==> src/rtl/uart_rx_axis_bridge.sv <==
`default_nettype none
// ============================================================================
// Module   : uart_rx_axis_bridge
// Purpose  : FIFO-buffered AXI4-Stream master for UART RX bytes; closes frames
//            with tlast after an idle gap and keeps saturating overflow and
//            parity-error counters. Optional macro: PARITY_TUSER_EN (store
//            parity-flagged bytes with tuser = 1 instead of dropping them).
// Revision : 1.0 - initial release
// ============================================================================
module uart_rx_axis_bridge #(
    parameter int DATA_BITS    = 8,
    parameter int FIFO_DEPTH   = 16,
    parameter int IDLE_TIMEOUT = 1000,
    parameter int CNT_WIDTH    = 16
) (
    input  logic                          clk,
    input  logic                          rst,
    input  logic [DATA_BITS-1:0]          rx_data,
    input  logic                          rx_valid,
    input  logic                          parity_error,
    output logic [DATA_BITS-1:0]          m_axis_tdata,
    output logic                          m_axis_tvalid,
    input  logic                          m_axis_tready,
    output logic                          m_axis_tlast,
    output logic                          m_axis_tuser,
    output logic [$clog2(FIFO_DEPTH):0]   fifo_level,
    output logic [CNT_WIDTH-1:0]          overflow_cnt,
    output logic [CNT_WIDTH-1:0]          parity_err_cnt,
    input  logic                          clear_cnt
);

    localparam int C_ADDR_W    = $clog2(FIFO_DEPTH);
    localparam int C_LVL_W     = C_ADDR_W + 1;
    localparam int C_ENTRY_W   = DATA_BITS + 2;
    localparam int C_TLAST_BIT = DATA_BITS;
    localparam int C_TUSER_BIT = DATA_BITS + 1;
    localparam int C_IDLE_W    = (IDLE_TIMEOUT > 0) ? $clog2(IDLE_TIMEOUT + 1) : 1;

    localparam logic [C_ADDR_W-1:0]  C_ADDR_ONE = C_ADDR_W'(1);
    localparam logic [C_LVL_W-1:0]   C_LVL_ONE  = C_LVL_W'(1);
    localparam logic [C_LVL_W-1:0]   C_LVL_FULL = C_LVL_W'(FIFO_DEPTH);
    localparam logic [CNT_WIDTH-1:0] C_CNT_ONE  = CNT_WIDTH'(1);
    localparam logic [CNT_WIDTH-1:0] C_CNT_MAX  = '1;

    // Entry layout: {tuser, tlast, data}
    logic [C_ENTRY_W-1:0] mem_q [FIFO_DEPTH];
    logic [C_ENTRY_W-1:0] mem_d [FIFO_DEPTH];

    logic [C_ADDR_W-1:0]  wr_ptr_q, wr_ptr_d;
    logic [C_ADDR_W-1:0]  rd_ptr_q, rd_ptr_d;
    logic [C_LVL_W-1:0]   level_q, level_d;
    logic [C_IDLE_W-1:0]  idle_cnt_q, idle_cnt_d;
    logic                 frame_open_q, frame_open_d;
    logic [CNT_WIDTH-1:0] ovf_cnt_q, ovf_cnt_d;
    logic [CNT_WIDTH-1:0] par_cnt_q, par_cnt_d;

    logic                 w_wr_evt;
    logic                 w_wr_user;
    logic                 w_any_evt;
    logic                 w_full;
    logic                 w_empty;
    logic                 w_tvalid;
    logic                 w_pop;
    logic                 w_wr_en;
    logic                 w_drop;
    logic                 w_mark;
    logic [C_ADDR_W-1:0]  w_last_ptr;

`ifdef PARITY_TUSER_EN
    assign w_wr_evt  = rx_valid | parity_error;
    assign w_wr_user = parity_error;
`else
    assign w_wr_evt  = rx_valid;
    assign w_wr_user = 1'b0;
`endif

    assign w_any_evt  = rx_valid | parity_error;
    assign w_full     = (level_q == C_LVL_FULL);
    assign w_empty    = (level_q == '0);
    // The newest byte of an open frame is withheld until its tlast is known.
    assign w_tvalid   = !w_empty && !((level_q == C_LVL_ONE) && frame_open_q);
    assign w_pop      = w_tvalid && m_axis_tready;
    assign w_wr_en    = w_wr_evt && (!w_full || w_pop);
    assign w_drop     = w_wr_evt && !w_wr_en;
    assign w_last_ptr = wr_ptr_q - C_ADDR_ONE;

    generate
        if (IDLE_TIMEOUT > 0) begin : g_framing
            localparam logic [C_IDLE_W-1:0] C_IDLE_MAX  = C_IDLE_W'(IDLE_TIMEOUT);
            localparam logic [C_IDLE_W-1:0] C_IDLE_LAST = C_IDLE_W'(IDLE_TIMEOUT - 1);
            localparam logic [C_IDLE_W-1:0] C_IDLE_ONE  = C_IDLE_W'(1);

            always_comb begin
                idle_cnt_d   = idle_cnt_q;
                frame_open_d = frame_open_q;
                w_mark       = 1'b0;
                if (w_any_evt) begin
                    idle_cnt_d = '0;
                    if (w_wr_en) begin
                        frame_open_d = 1'b1;
                    end
                end else begin
                    if (idle_cnt_q != C_IDLE_MAX) begin
                        idle_cnt_d = idle_cnt_q + C_IDLE_ONE;
                    end
                    if ((idle_cnt_q == C_IDLE_LAST) && frame_open_q) begin
                        w_mark       = 1'b1;
                        frame_open_d = 1'b0;
                    end
                end
            end
        end else begin : g_no_framing
            assign idle_cnt_d   = '0;
            assign frame_open_d = 1'b0;
            assign w_mark       = 1'b0;
        end
    endgenerate

    // A write and a timeout mark are mutually exclusive: marking needs a quiet cycle.
    always_comb begin
        mem_d = mem_q;
        if (w_wr_en) begin
            mem_d[wr_ptr_q] = {w_wr_user, 1'b0, rx_data};
        end else if (w_mark) begin
            mem_d[w_last_ptr][C_TLAST_BIT] = 1'b1;
        end
    end

    always_comb begin
        wr_ptr_d = wr_ptr_q;
        rd_ptr_d = rd_ptr_q;
        level_d  = level_q;
        if (w_wr_en) begin
            wr_ptr_d = wr_ptr_q + C_ADDR_ONE;
        end
        if (w_pop) begin
            rd_ptr_d = rd_ptr_q + C_ADDR_ONE;
        end
        if (w_wr_en && !w_pop) begin
            level_d = level_q + C_LVL_ONE;
        end else if (!w_wr_en && w_pop) begin
            level_d = level_q - C_LVL_ONE;
        end
    end

    always_comb begin
        ovf_cnt_d = ovf_cnt_q;
        par_cnt_d = par_cnt_q;
        if (clear_cnt) begin
            ovf_cnt_d = '0;
            par_cnt_d = '0;
        end else begin
            if (w_drop && (ovf_cnt_q != C_CNT_MAX)) begin
                ovf_cnt_d = ovf_cnt_q + C_CNT_ONE;
            end
            if (parity_error && (par_cnt_q != C_CNT_MAX)) begin
                par_cnt_d = par_cnt_q + C_CNT_ONE;
            end
        end
    end

    always_ff @(posedge clk) begin
        mem_q <= mem_d;
    end

    always_ff @(posedge clk or posedge rst) begin
        if (rst) begin
            wr_ptr_q     <= '0;
            rd_ptr_q     <= '0;
            level_q      <= '0;
            idle_cnt_q   <= '0;
            frame_open_q <= 1'b0;
            ovf_cnt_q    <= '0;
            par_cnt_q    <= '0;
        end else begin
            wr_ptr_q     <= wr_ptr_d;
            rd_ptr_q     <= rd_ptr_d;
            level_q      <= level_d;
            idle_cnt_q   <= idle_cnt_d;
            frame_open_q <= frame_open_d;
            ovf_cnt_q    <= ovf_cnt_d;
            par_cnt_q    <= par_cnt_d;
        end
    end

    // Head fields are gated so stale or uninitialised memory never reaches the port.
    assign m_axis_tvalid  = w_tvalid;
    assign m_axis_tdata   = w_tvalid ? mem_q[rd_ptr_q][DATA_BITS-1:0] : '0;
    assign m_axis_tlast   = w_tvalid & mem_q[rd_ptr_q][C_TLAST_BIT];
`ifdef PARITY_TUSER_EN
    assign m_axis_tuser   = w_tvalid & mem_q[rd_ptr_q][C_TUSER_BIT];
`else
    assign m_axis_tuser   = 1'b0;
`endif
    assign fifo_level     = level_q;
    assign overflow_cnt   = ovf_cnt_q;
    assign parity_err_cnt = par_cnt_q;

endmodule

`default_nettype wire

==> config.mk <==
export PLATFORM = sky130hd
export DESIGN_NAME = uart_rx_axis_bridge
export DESIGN_NICKNAME = d
export VERILOG_FILES = /design/src/rtl/uart_rx_axis_bridge.sv
export SDC_FILE = /design/constraint.sdc
export NUM_CORES = 1
export LEC_CHECK = 0
export BUFFER_PORTS_ARGS = -buffer_cell sky130_fd_sc_hd__buf_2
export CORE_ASPECT_RATIO = 0.8
export CORE_MARGIN = 1
export CORE_UTILIZATION = 40
export CTS_CLUSTER_DIAMETER = 60
export DETAILED_ROUTE_END_ITERATION = 6
export PLACE_DENSITY = 0.65
export SETUP_SLACK_MARGIN = 0.05
export SLEW_MARGIN = 20
export SYNTH_ARGS = -nofsm -noshare
export SYNTH_HDL_FRONTEND = slang
export SYNTH_SLANG_ARGS = --single-unit
==> constraint.sdc <==
create_clock -name clk -period 3.2 [get_ports clk]
set_input_delay 0.16 -clock clk [delete_from_list [all_inputs] [get_ports clk]]
set_output_delay 0.16 -clock clk [all_outputs]
set_load 0.05 [all_outputs]
# --- Word level (Yosys, flattened, before mapping) ---
# Cells that the tools add are included.
# W data, S select, Z words.
totals:
  register_bits: 216
  in_bits: 14
  out_inout_bits: 48
  elab_cells: 99
classes:
  add_sub_neg: 8
  magnitude_cmp: 5
  eq_ne: 7
  muxes: 24
  bitwise: 6
  reduce_logical: 26
ops:
  columns: ["op", "count"]
  rows:
  - ["$mux W160", 2]
  - ["$bwmux W160", 1]
  - ["$or A160 B160 Y160", 1]
  - ["$demux W10 S4", 2]
  - ["$mux W16", 4]
  - ["$bmux W10 S4", 1]
  - ["$add A16 B1 Y16 const B", 2]
  - ["$ne A16 B16 Y1 const B", 2]
  - ["$mux W10", 3]
  - ["$mux W9", 3]
  - ["$ge A5 B5 Y1 const B", 3]
  - ["$not A4 Y5", 3]
  - ["$logic_and A1 B1 Y1", 12]
  - ["$reduce_bool A2 Y1", 6]
  - ["$add A10 B1 Y10 const B", 1]
  - ["$eq A10 B10 Y1 const B", 1]
  - ["$lt A5 B1 Y1 const B", 2]
  - ["$mux W5", 2]
  - ["$ne A10 B10 Y1 const B", 1]
  - ["$add A4 B1 Y4 const B", 2]
  - ["$mux W8", 1]
  - ["$add A5 B1 Y5 const B", 1]
  - ["$eq A5 B1 Y1 const B", 1]
  - ["$eq A5 B5 Y1 const B", 1]
  - ["10 further kinds", 18]

# --- Longest topological paths before layout ---
# Gate-level depths: netlist (run 1).
logic_depth:
  depth_word: 12
  ltp_mapped: 9
  mapped_depth_nobuf: 9

# --- Worst setup path after synthesis (run 1) ---
# Ideal clock, no wire load.
synth_path:
  path_type: "flip-flop to output port"
  startpoint: "reg level_q[0], in the netlist fifo_level[0]"
  endpoint: "out m_axis_tdata[0]"
  arrival_time_ps: 2852
  required_time_ps: 3040
  path_slack_ps: 188
  path_stages_with_launch: 8
  path_buffers: 1
  path_cell_list: "dfrtp_1 > inv_1 > ha_1 > a21oi_1 > or4_1 > clkbuf_1 > o21ai_0 > a21oi_1"
synth_via:
  elab_chain_cells: 5
  word_cells_on_any_way: 7
  cone_classes: "eq/ne (1); mux (1); reduce/logical (5)"
synth_rtl:
  columns: ["element", "line_no", "rtl"]
  rows:
  - ["from (decl)", "51", "logic [C_LVL_W-1:0] level_q, level_d;"]
  - ["from (signal assigned)", "178", "level_q <= level_d;"]
  - ["$eq A5 B1 Y1", "81", "assign w_tvalid = !w_empty && !((level_q == C_LVL_ONE) && frame_open_q);"]
  - ["$logic_and A1 B1 Y1", "81", null]
  - ["$logic_not A1 Y1", "81", null]
  - ["$logic_and A1 B1 Y1 *", "81", null]
  - ["net m_axis_tvalid", "22", "output logic m_axis_tvalid,"]
  - ["$mux W8 *", "188", "assign m_axis_tdata = w_tvalid ? mem_q[rd_ptr_q][DATA_BITS-1:0] : '0;"]
  - ["to (decl)", "21", "output logic [DATA_BITS-1:0] m_axis_tdata,"]
# Mark *: on every way through the listed nets, which the timed path passes. The rest lies on a longest branch.

# --- Worst setup path in the final report (run 1) ---
layout_path:
  startpoint: "reg rd_ptr_q[1]"
  endpoint: "out m_axis_tdata[2]"
layout_via:
  elab_chain_cells: 5
layout_rtl:
  columns: ["element", "line_no", "rtl"]
  rows:
  - ["from (decl)", "50", "logic [C_ADDR_W-1:0] rd_ptr_q, rd_ptr_d;"]
  - ["from (signal assigned)", "177", "rd_ptr_q <= rd_ptr_d;"]
  - ["$not A4 Y5 (not written as such)", "188", null]
  - ["$bmux W10 S4", "188", null]
  - ["$mux W9 (2 in a row)", null, null]
  - ["$mux W8", "188", null]
# Every way passes these cells. The select of a mux whose other input is x is not followed.

==> summary.md, run 1 <==
| Metric | Value |
|---|---|
| Delay-heaviest family, CP | multiplexers |
| Post-synth EDFFs | 144 |
| Via-to-Cell Ratio | between 5 and 6 |
| Tmin final | around 3000 ps |
| Worst reg2reg setup slack | 400 ps |
| Peak VDD IR | between 0.5 and 0.6 mV |
| Unrepaired setup endpoints after global routing | false |
| Levels on crit path | 5 |
| Synthesized area per cell | about 13 um2 |
| PnR worst setup slack | ~190 ps |
| Synth Area in XOR/XNOR | 0.03059 |
| Post-Synth Adder-Cell Area | 0.02185 |
| Setup_tns | 0 ps |
| CTS Buffer Depth | 2 |
| Pwr dens | around 750 nW/um2 |
| Mux share of post-synthesis cell area | 0.1103 |
| Sequential area share after synthesis | 0.5881 |
| Total track usage | 0.1684 |
| Syn nets | 801 |
| CP peak stage delay | between 800 and 900 ps |
| Die width | between 150 and 200 um |
| H-tree Lvls | 4 |
| Worst Path Buf+Inv | 1 |
| Crit path DAT | 2850 ps |
| Crit-path slowest cell | dfrtp_2 |
| Setup crit end kind | output pin |
| Final setup viols | 0 |
| Worst slack at placement | about 450 ps |
| Post-synth top cells | 144 x edfxtp_1, 130 x and2_1, 77 x nor2_1, 56 x dfrtp_1 |
| First-pass GRT wire length | 31780 um |
| Die area | between 20000 and 25000 um2 |
| Reg2Reg Launch Point | fifo_level[0]$_DFFE_PP0P_ |
| Worst hold path endpoint | rd_ptr_q[2]$_DFFE_PP0P_ |
| Register bit total from synthesis | 200 |
| Detailed-route via count | roughly 6000 |
| Initial Util | 0.4117 |
| Hpwl dp | roughly 14000 um |
| Top-count cell post-synth | edfxtp_1 |
| Placed Cells incl. Taps | about 1100 |
| Crit path launch type | flip-flop |
| FMAX | about 0.33 GHz |
| Rows | 50 |
| End of the worst register-to-register path | mem_q[137]$_DFFE_PP_ |
| Gate count of the mapped netlist | 770 |
| Hold path startpoint | m_axis_tready |
| Status | complete, no violations |
| Clock-pin slew on the worst setup and hold paths | 70 ps |
| Initial antenna violation count | 0 |
| Cell taking the most area after synthesis | edfxtp_1 |
| Non-Filler Instances | approximately 1200 |
| Inserted Clock Buffers | 17 |
| 1st-pass router iterations | 5 |
| WL per Instance | around 17 um |
| CTS tree | built |
| Layout fillers | around 2100 |
| ANT cells | 0 |
| Final Hold Viols | 0 |
| Number of DRC markers in iteration 0 | between 500 and 600 |
| Remaining DRCs | 0 |
| Crit path max fanout | 24 |
| Pleak | between 4 and 5 nW |
| Post-Syn Area | 9736 um2 |
| Hold Crit Depth | 3 |
| Area share of the largest cell type after synthesis | 0.4442 |
| Class of the worst hold path | in -> reg |
| Worst Reg-to-Reg Cells | 7 |
| Top post-synthesis cells by area | edfxtp_1 44%, dfrtp_1 14%, and2_1 8.4%, mux4_2 8.3%, nor2_1 3.0% |
| Slew HR | 0.3912 |
| Setup CP Type | reg -> out |
| Largest family of logic cells by synthesized area | simple AND/OR/NAND/NOR gates |
| Area Overhead vs Synth | 14.18% |
| Core box area | 23650 um2 |
| Worst-Skew Late Latency | 440 ps |
| Final WL | between 15000 and 20000 um |
| Synth Area in Compound Gates | 0.04742 |
| PortBufs | 60 |
| Clock Sink Count | 200 |
| Synth Flop Type | edfxtp_1 |
| Slew @ Worst Pin | 911.9 ps |
| Ports | 62 |
| CTS root buf | clkbuf_16 |
| Crit share post-route | 0.9401 |
| Largest net degree at the start of global routing | between 40 and 50 |
| Congestion Overflow GR | 0 |
| Share of cells above drive strength 1 | 0.2079 |
| Post-synth ARST share | 0.2800 |
| Max Cap Viol | 0 |
| CP required | 3040 ps |
| Vias in the first global route | between 5000 and 6000 |
| Slew Viols, Final | 0 |
| Clock Skews | around 14 ps |
| Post-route ant nets | 0 |
| Synthesis Warnings | 0 |
| Post-Synth Simple-Gate Area | 0.1820 |
| CP cell instances | mux4_2 > mux2_2 > o21ai_0 > a21oi_1 > buf_2 |
| Unique masters post-synth | 47 |
| Routability cong. | just over 0.8 |
| Die H | around 140 um |
| Fin nets | approximately 870 |
state kept, by name, summed over array words and instances (netlist names):
signal	flops
idle_cnt_q	10
parity_err_cnt	16
overflow_cnt	16
mem_q	144
wr_ptr_q	4
frame_open_q	1
fifo_level	5
rd_ptr_q	4
repair_timing:
item	CTS	global route
hold buffers	1	0
hold endpoints to repair	43	0
setup buffers	0	0
gates resized for setup	0	0
setup endpoints to repair	0	0
metal layers:
metal,track usage,part of all wire,vias up
met3,0.03698,0.046,21
met2,0.2279,0.42,150
li1,-,-,2951
met5,0,0,-
met4,0.05808,0.014,0
met1,0.2626,0.52,3002
power breakdown:
group	internal [mW]	leakage, nW	total, mW	switching (mW)
combinational	1.08	1.82	2.76	1.68
clock	1.06	0.291	2.14	1.08
sequential	3.04	2.19	3.45	0.409
layout by cell type (no fill, tap or decap), drive strengths merged, types with 15 or more instances in the layout:
master | netlist | routed
a21oi | 36 | 36
and2 | 130 | 130
buf | 3 | 89
clkbuf | 33 | 17
dfrtp | 56 | 56
edfxtp | 144 | 144
ha | 17 | 17
inv | 13 | 22
mux2i | 15 | 15
mux4 | 36 | 36
nand2 | 27 | 27
nand3 | 18 | 18
nor2 | 77 | 77
o21ai | 34 | 34
xnor2 | 20 | 20
how the worst max path moves through the flow:
stage / start / end / slack [ps]
2_1_floorplan: fifo_level[0]$_DFFE_PP0P_ / m_axis_tdata[0] / 190
3_3_place_gp: fifo_level[0]$_DFFE_PP0P_ / mem_q[141]$_DFFE_PP_ / 550
3_5_place_dp: fifo_level[0]$_DFFE_PP0P_ / mem_q[131]$_DFFE_PP_ / 450
4_1_cts: rd_ptr_q[1]$_DFFE_PP0P_ / m_axis_tdata[2] / 150
5_1_grt: rd_ptr_q[1]$_DFFE_PP0P_ / m_axis_tdata[2] / 50
6_report: rd_ptr_q[1]$_DFFE_PP0P_ / m_axis_tdata[2] / 190
tightest hold or removal path, stage by stage:
cell and delay, ps:
buf_2 120, nand3_1 80, xnor2_1 60
final cells by class:
cell class	instances	area, um2	share of cell area
flip-flops and latches	200	5729	0.5154
well taps	312	390.4	0.03512
clock buffers	17	425.4	0.03827
clock inverters	15	168.9	0.01520
inverters	13	48.80	0.004390
multi-input cells	521	3825	0.3441
repair buffers	90	528.0	0.04750
through the flow:
stage | util | hold slack, ps | instance area, um2 | total power, mW
after floorplan | - | 226.2 | 9736 | 5.439
after global placement | 0.4445 | 426.5 | 10510 | 6.241
after detailed placement | 0.4445 | 423.9 | 10510 | 6.264
after CTS | 0.4701 | 1.660 | 11120 | 8.416
after global routing | 0.4701 | 45.72 | 11120 | 8.755
final | 0.4701 | 15.72 | 11120 | 8.352
cell families after synthesis:
| family | Yosys count |
|---|---|
| multiplexers | 61 |
| other | 1 |
| flip-flops | 200 |
| AND/OR/NAND/NOR | 323 |
| AO/OA/AOI/OAI | 85 |
| adder cells (fa/ha/maj) | 17 |
| buffers and inverters | 49 |
| XOR/XNOR | 34 |
Power figures use the tool's default switching activity.
==> inputs of run 2 (changes only) <==
--- a/config.mk
+++ b/config.mk
@@ -5,13 +5,14 @@
 export SDC_FILE = /design/constraint.sdc
 export NUM_CORES = 1
 export LEC_CHECK = 0
-export BUFFER_PORTS_ARGS = -buffer_cell sky130_fd_sc_hd__buf_2
+export BUFFER_PORTS_ARGS = -buffer_cell sky130_fd_sc_hd__buf_4
 export CORE_ASPECT_RATIO = 0.8
 export CORE_MARGIN = 1
-export CORE_UTILIZATION = 40
+export CORE_UTILIZATION = 61
 export CTS_CLUSTER_DIAMETER = 60
 export DETAILED_ROUTE_END_ITERATION = 6
-export PLACE_DENSITY = 0.65
+export PLACE_DENSITY = 0.89
+export RECOVER_POWER = 25
 export SETUP_SLACK_MARGIN = 0.05
 export SLEW_MARGIN = 20
 export SYNTH_ARGS = -nofsm -noshare
==> run 2 against run 1 <==
Compared with the run above: the flow now finishes with violations (max-capacitance violations, max-slew violations); hold slack improved by 43 ps; power increased by 2.1%; sequential cell count unchanged; final area decreased by 1.4%; worst setup slack improved by 140 ps; clock power increased by 2%; highest routed layer unchanged; via count increased by 7.6%.
==> summary.md, run 2 (synthesis gave the netlist of run 1 again) <==
| Metric | Value |
|---|---|
| Clock Sink Count | 200 (unchanged) |
| ANT cells | 0 (unchanged) |
| Final WL | 21600 um (was 19990 um) |
| Post-CTS sizing | 0 (unchanged) |
| PortBufs | 60 (unchanged) |
| Peak VDD IR | 1.311 mV (was 0.5058 mV) |
| Failing checks | max-capacitance violations, max-slew violations |
| Detailed-route via count | 6588 (was 6124) |
| Crit path max fanout | 20 (was 24) |
| Core box area | 15310 um2 (was 23650 um2) |
| Initial antenna violation count | 0 (unchanged) |
| Clock-pin slew on the worst setup and hold paths | 70 ps (about the same) |
| Largest net degree at the start of global routing | 57 (was 45) |
| Die width | 143.2 um (was 176.4 um) |
| Total track usage | 0.2800 (was 0.1684) |
| Final setup viols | 0 (unchanged) |
| Slew @ Worst Pin | 2152 ps (was 911.9 ps) |
| CTS Hold Bufs | 1 (unchanged) |
| Most frequent cells in the layout | 144 x edfxtp_1, 129 x and2_1, 77 x nor2_1 (was 144 x edfxtp_1, 130 x and2_1, 77 x nor2_1) |
| Die area | 16470 um2 (was 24970 um2) |
| CTS root buf | clkbuf_16 (unchanged) |
| Worst-Skew Late Latency | 440 ps (about the same) |
| CP required | 3040 ps (about the same) |
| Clock Skews | 11.35 ps (was 14.27 ps) |
| H-tree Lvls | 4 (unchanged) |
| Crit path launch type | flip-flop (unchanged) |
| Setup crit end kind | output pin (unchanged) |
| WL per Instance | 20.41 um (was 17.11 um) |
| Status | finished with violations (was complete, no violations) |
| Initial Util | 0.6357 (was 0.4117) |
| Slew Viols, Final | 57 (was 0) |
| 1st-pass router iterations | 6 (was 5) |
| Routability cong. | 0.8507 (was 0.8139) |
| Area Overhead vs Synth | 12.61% (was 14.18%) |
| Number of DRC markers in iteration 0 | 626 (was 585) |
| Fin nets | 866 (was 874) |
| Biggest register | mem_q (unchanged) |
| Placed Cells incl. Taps | 1025 (was 1135) |
| Hpwl dp | 13940 um (was 13710 um) |
| Rows | 40 (was 50) |
| Congestion Overflow GR | 0 (unchanged) |
| Setup CP Type | reg -> out (unchanged) |
| CTS Buffer Depth | 2 (unchanged) |
| Most common cell after layout, fill and taps aside | edfxtp_1 (unchanged) |
| Max Cap Viol | 1 (was 0) |
| Class of the worst hold path | in -> reg (unchanged) |
| Pwr dens | 777.8 nW/um2 (was 751.4 nW/um2) |
| Crit path DAT | 2700 ps (was 2850 ps) |
| Ports | 62 (unchanged) |
| Remaining DRCs | 0 (unchanged) |
| Setup_tns | 0 ps (unchanged) |
| Share of cells above drive strength 1 | 0.1521 (was 0.2079) |
| FMAX | 0.3491 GHz (was 0.3324 GHz) |
| Slew HR | -0.4365 (was 0.3912) |
| Die H | 115.0 um (was 141.5 um) |
| First-pass GRT wire length | 34320 um (was 31780 um) |
| Crit share post-route | 0.8951 (was 0.9401) |
| Final Hold Viols | 0 (unchanged) |
| Largest register FFs | 144 (unchanged) |
| CTS tree | built (unchanged) |
| Via-to-Cell Ratio | 6.227 (was 5.243) |
| Vias in the first global route | 6407 (was 5603) |
| Layout fillers | 993 (was 2113) |
| Pleak | 4.142 nW (was 4.303 nW) |
| Unrepaired setup endpoints after global routing | false (unchanged) |
| Post-route ant nets | 0 (unchanged) |
| Setup Fix Bufs, Post-CTS | 0 (unchanged) |
| Inserted Clock Buffers | 17 (unchanged) |
| Non-Filler Instances | 1058 (was 1168) |
| Tmin final | 2864 ps (was 3008 ps) |
[run 2: final timing paths]
kind	slack [ps]	cells after the start	from	endpoint
worst max-delay path	340	6	rd_ptr_q[1]$_DFFE_PP0P_	m_axis_tdata[0]
worst min register to register	550	1	frame_open_q$_DFFE_PP0P_	frame_open_q$_DFFE_PP0P_
max in group asynchronous	800	3	rst	rd_ptr_q[1]$_DFFE_PP0P_
worst min-delay path	60	3	parity_error	parity_err_cnt[2]$_DFFE_PP0P_
worst max register to register	380	7	fifo_level[0]$_DFFE_PP0P_	mem_q[76]$_DFFE_PP_
min in group asynchronous	1020	3	rst	overflow_cnt[6]$_DFFE_PP0P_
[run 2: final cells by class]
type	instances	area (um2)	area share
timing repair buffer	82	504.2	0.04599
multi-input combinational	521	3825	0.3489
clock inverter	15	170.2	0.01552
tap	210	262.8	0.02397
inverter	13	48.80	0.004451
clock buffer	17	425.4	0.03880
sequential	200	5727	0.5224
[run 2: stage by stage]
| step | worst slack (ps) | util | total power, mW | area, um2 | hold WS, ps |
|---|---|---|---|---|---|
| after floorplan | 188.4 | - | 5.439 | 9736 | 226.2 |
| after global placement | 590.3 | 0.6854 | 6.208 | 10500 | 475.6 |
| after detailed placement | 432.1 | 0.6855 | 6.354 | 10500 | 332.6 |
| after CTS | 318.1 | 0.7251 | 8.564 | 11100 | 50.57 |
| after global routing | 197.2 | 0.7159 | 8.837 | 10960 | 58.28 |
| final | 335.8 | 0.7159 | 8.527 | 10960 | 58.93 |
[run 2: layer usage]
| layer | up-vias | routed length (um) | global-route usage |
|---|---|---|---|
| met2 | 358 | 11000 | 0.4715 |
| met1 | 3257 | 8430 | 0.3623 |
| met3 | 56 | 1601 | 0.05331 |
| li1 | 2917 | - | - |
| met5 | - | 0 | 0 |
| met4 | 0 | 568 | 0.1149 |
[run 2: worst max-delay path, stage by stage, from the launching register on]
cell and delay (ps):
dfrtp_2 590, buf_12 260, mux4_2 510, mux2_2 270, o21ai_0 290, a21oi_1 110
buf_4 240
[run 2: power by group]
part	leakage, nW	internal, mW	switching [mW]	total, mW
clock	0.295	1.17	1.01	2.19
sequential	2.19	3.05	0.280	3.33
combinational	1.65	1.15	1.86	3.01
==> inputs of run 3 (changes only) <==
--- a/config.mk
+++ b/config.mk
@@ -8,10 +8,10 @@
 export BUFFER_PORTS_ARGS = -buffer_cell sky130_fd_sc_hd__buf_4
 export CORE_ASPECT_RATIO = 0.8
 export CORE_MARGIN = 1
-export CORE_UTILIZATION = 61
+export CORE_UTILIZATION = 50
 export CTS_CLUSTER_DIAMETER = 60
 export DETAILED_ROUTE_END_ITERATION = 6
-export PLACE_DENSITY = 0.89
+export PLACE_DENSITY = 0.77
 export RECOVER_POWER = 25
 export SETUP_SLACK_MARGIN = 0.05
 export SLEW_MARGIN = 20
==> run 3 against run 2 <==
Compared with the run above: critical path depth decreased by 1; sequential power about the same; via count fell by 7.1%; clock power fell by 5%; critical path type unchanged; critical endpoint is now m_axis_tdata[7]; first-iteration DRC count down 12%; combinational power decreased by 3%; final cell count rose by 4.7%; utilization decreased by 14 points; the run now ends clean; largest cell class unchanged; die area up 22%; clock-buffer cell count increased by 1; wire length fell by 10%; largest power group unchanged; maximum frequency shrank 0.49%.
==> summary.md, run 3 (synthesis gave the netlist of run 1 again) <==
| Metric | Value |
|---|---|
| Max Cap Viol | 0 (was 1) |
| Share of cells above drive strength 1 | 0.1541 (was 0.1521) |
| Worst hold path endpoint | rd_ptr_q[2]$_DFFE_PP0P_ (was parity_err_cnt[2]$_DFFE_PP0P_) |
| Core box area | 19030 um2 (was 15310 um2) |
| Final Cell Area | 10980 um2 (was 10960 um2) |
| Biggest register | mem_q (unchanged) |
| Fin nets | 868 (was 866) |
| Ports | 62 (unchanged) |
| Placed Cells incl. Taps | 1075 (was 1025) |
| Initial antenna violation count | 0 (unchanged) |
| Hold path startpoint | m_axis_tready (was parity_error) |
| WL per Instance | 17.55 um (was 20.41 um) |
| Congestion Overflow GR | 0 (unchanged) |
| Die area | 20040 um2 (was 16470 um2) |
| CTS tree | built (unchanged) |
| 1st-pass router iterations | 5 (was 6) |
| Routability cong. | 0.8562 (was 0.8507) |
| Routed length on met1 | 9537 um (was 8430 um) |
| FMAX | 0.3474 GHz (was 0.3491 GHz) |
| Via-to-Cell Ratio | 5.522 (was 6.227) |
| Non-Filler Instances | 1108 (was 1058) |
| CTS root buf | clkbuf_16 (unchanged) |
| Smallest hold slack | 30.73 ps (was 58.93 ps) |
| Number of DRC markers in iteration 0 | 552 (was 626) |
| Setup crit end kind | output pin (unchanged) |
| Initial Util | 0.5116 (was 0.6357) |
| Rows | 45 (was 40) |
| Placed cell area | 10550 um2 (was 10500 um2) |
| Final Hold Viols | 0 (unchanged) |
| Met2 wire len | 8916 um (was 11000 um) |
| CP peak stage delay | 840 ps (was 590 ps) |
| Inserted Clock Buffers | 17 (unchanged) |
| Footprint of the multi-input gates | 3825 um2 (unchanged) |
| Vias in the first global route | 5868 (was 6407) |
| Crit path launch type | flip-flop (unchanged) |
| Layout fillers | 1603 (was 993) |
| Crit path max fanout | 22 (was 20) |
| Worst Reg-to-Reg Cells | 8 (was 7) |
| Slew @ Worst Pin | 1281 ps (was 2152 ps) |
| Die width | 158.0 um (was 143.2 um) |
| Status | complete, no violations (was finished with violations) |
| H-tree Lvls | 4 (unchanged) |
| Die H | 126.8 um (was 115.0 um) |
| Post-route ant nets | 0 (unchanged) |
| First-pass GRT wire length | 31290 um (was 34320 um) |
| Tmin final | 2878 ps (was 2864 ps) |
| Post-CTS sizing | 0 (unchanged) |
| Remaining DRCs | 0 (unchanged) |
| Reg2Reg Launch Point | fifo_level[0]$_DFFE_PP0P_ (unchanged) |
| PnR worst setup slack | 321.6 ps (was 335.8 ps) |
| Crit-path slowest cell | dfrtp_2 (unchanged) |
| CTS Buffer Depth | 2 (unchanged) |
| Most common cell after layout, fill and taps aside | edfxtp_1 (unchanged) |
| Clock Sink Count | 200 (unchanged) |
| Clock-pin slew on the worst setup and hold paths | 70 ps (about the same) |
| Most frequent cells in the layout | 144 x edfxtp_1, 129 x and2_1, 77 x nor2_1 (unchanged) |
| Setup CP Type | reg -> out (unchanged) |
| Met3 routed WL | 836 um (was 1601 um) |
| Final WL | 19440 um (was 21600 um) |
| Largest register FFs | 144 (unchanged) |
| Area Overhead vs Synth | 12.79% (was 12.61%) |
| CP required | 3040 ps (about the same) |
| Unrepaired setup endpoints after global routing | false (unchanged) |
| Hold Crit Depth | 3 (unchanged) |
| Crit path DAT | 2720 ps (was 2700 ps) |
| Final setup viols | 0 (unchanged) |
| Setup Fix Bufs, Post-CTS | 0 (unchanged) |
| Setup_tns | 0 ps (unchanged) |
| Reg area | 5728 um2 (was 5727 um2) |
| Clock Skews | 9.902 ps (was 11.35 ps) |
| Pwr dens | 758.1 nW/um2 (was 777.8 nW/um2) |
| CP cell instances | mux4_2 > mux2_2 > o21ai_0 > a21oi_1 > buf_4 (was buf_12 > mux4_2 > mux2_2 > o21ai_0 > a21oi_1 > buf_4) |
| End of the worst register-to-register path | mem_q[1]$_DFFE_PP_ (was mem_q[76]$_DFFE_PP_) |
| Peak VDD IR | 0.6219 mV (was 1.311 mV) |
| ANT cells | 0 (unchanged) |
| Crit share post-route | 0.8995 (was 0.8951) |
| Slew HR | 0.1449 (was -0.4365) |
| Worst-Skew Late Latency | 440 ps (about the same) |
| Slew Viols, Final | 0 (was 57) |
| Largest net degree at the start of global routing | 39 (was 57) |
| Worst slack at placement | 609.8 ps (was 432.1 ps) |
| PortBufs | 60 (unchanged) |
| Hpwl dp | 12860 um (was 13940 um) |
| Detailed-route via count | 6118 (was 6588) |
| Top Layer Used | met4 (unchanged) |
| Pleak | 4.118 nW (was 4.142 nW) |
| Worst reg2reg setup slack | 590 ps (was 380 ps) |
| Total track usage | 0.2060 (was 0.2800) |
| Class of the worst hold path | in -> reg (unchanged) |
## run 3: changes by cell type in the layout (fill, tap and decap cells not counted)
cell | previous run | this run
clkinvlp_4 | 0 | 2
clkinv_2 | 3 | 2
clkinv_1 | 2 | 1
clkbuf_1 | 37 | 39
clkinv_8 | 2 | 0
buf_4 | 41 | 44
dfrtp_2 | 1 | 2
dfrtp_1 | 55 | 54
inv_8 | 1 | 3
buf_12 | 2 | 0
bufinv_16 | 2 | 1
## run 3: layer usage
layer / vias to the layer above / track usage
met5: - / 0
met2: 148 / 0.3058
met4: 0 / 0.04751
met1: 3028 / 0.3156
met3: 12 / 0.03621
li1: 2930 / -
## run 3: power by group
group	leakage, nW	internal (mW)	total, mW	switching (mW)
registers	2.19	3.05	3.31	0.262
clock network	0.275	1.10	2.09	0.998
logic	1.65	1.12	2.92	1.81
total	4.12	5.26	8.32	3.07
## run 3: final cells by class
class / instances / share of cell area
flip-flops and latches: 200 / 0.5217
multi-input cells: 521 / 0.3483
repair buffers: 84 / 0.04467
clock buffers: 18 / 0.03908
well taps: 258 / 0.02940
clock inverters: 14 / 0.01242
inverters: 13 / 0.004444
## run 3: worst max path at each step
| stage | from | to | slack, ps | depth (start not counted) |
|---|---|---|---|---|
| 2_1_floorplan | fifo_level[0]$_DFFE_PP0P_ | m_axis_tdata[0] | 190 | 7 |
| 3_3_place_gp | fifo_level[0]$_DFFE_PP0P_ | mem_q[123]$_DFFE_PP_ | 680 | 8 |
| 3_5_place_dp | fifo_level[0]$_DFFE_PP0P_ | mem_q[0]$_DFFE_PP_ | 610 | 8 |
| 4_1_cts | rd_ptr_q[1]$_DFFE_PP0P_ | m_axis_tdata[7] | 260 | 5 |
| 5_1_grt | rd_ptr_q[1]$_DFFE_PP0P_ | m_axis_tdata[1] | 170 | 5 |
| 6_report | rd_ptr_q[1]$_DFFE_PP0P_ | m_axis_tdata[7] | 320 | 5 |
## run 3: stage by stage
stage / power (mW) / util
floorplan: 5.439 / -
global placement: 6.259 / 0.5542
detailed placement: 6.299 / 0.5542
CTS: 8.395 / 0.5845
global route: 8.693 / 0.5770
finish: 8.324 / 0.5770
## run 3: what timing repair did
item                                    4_1_cts  5_1_grt
endpoints found under the setup margin        0        0
hold buffers                                  1        0
hold endpoints to repair                     33        0
## run 3: critical path, delay by kind of cell (launching register included)
family,cells,cell delay (ps)
multiplexers,2,920
flip-flops,1,840
buffers and inverters,1,240
AO/OA/AOI/OAI,2,260
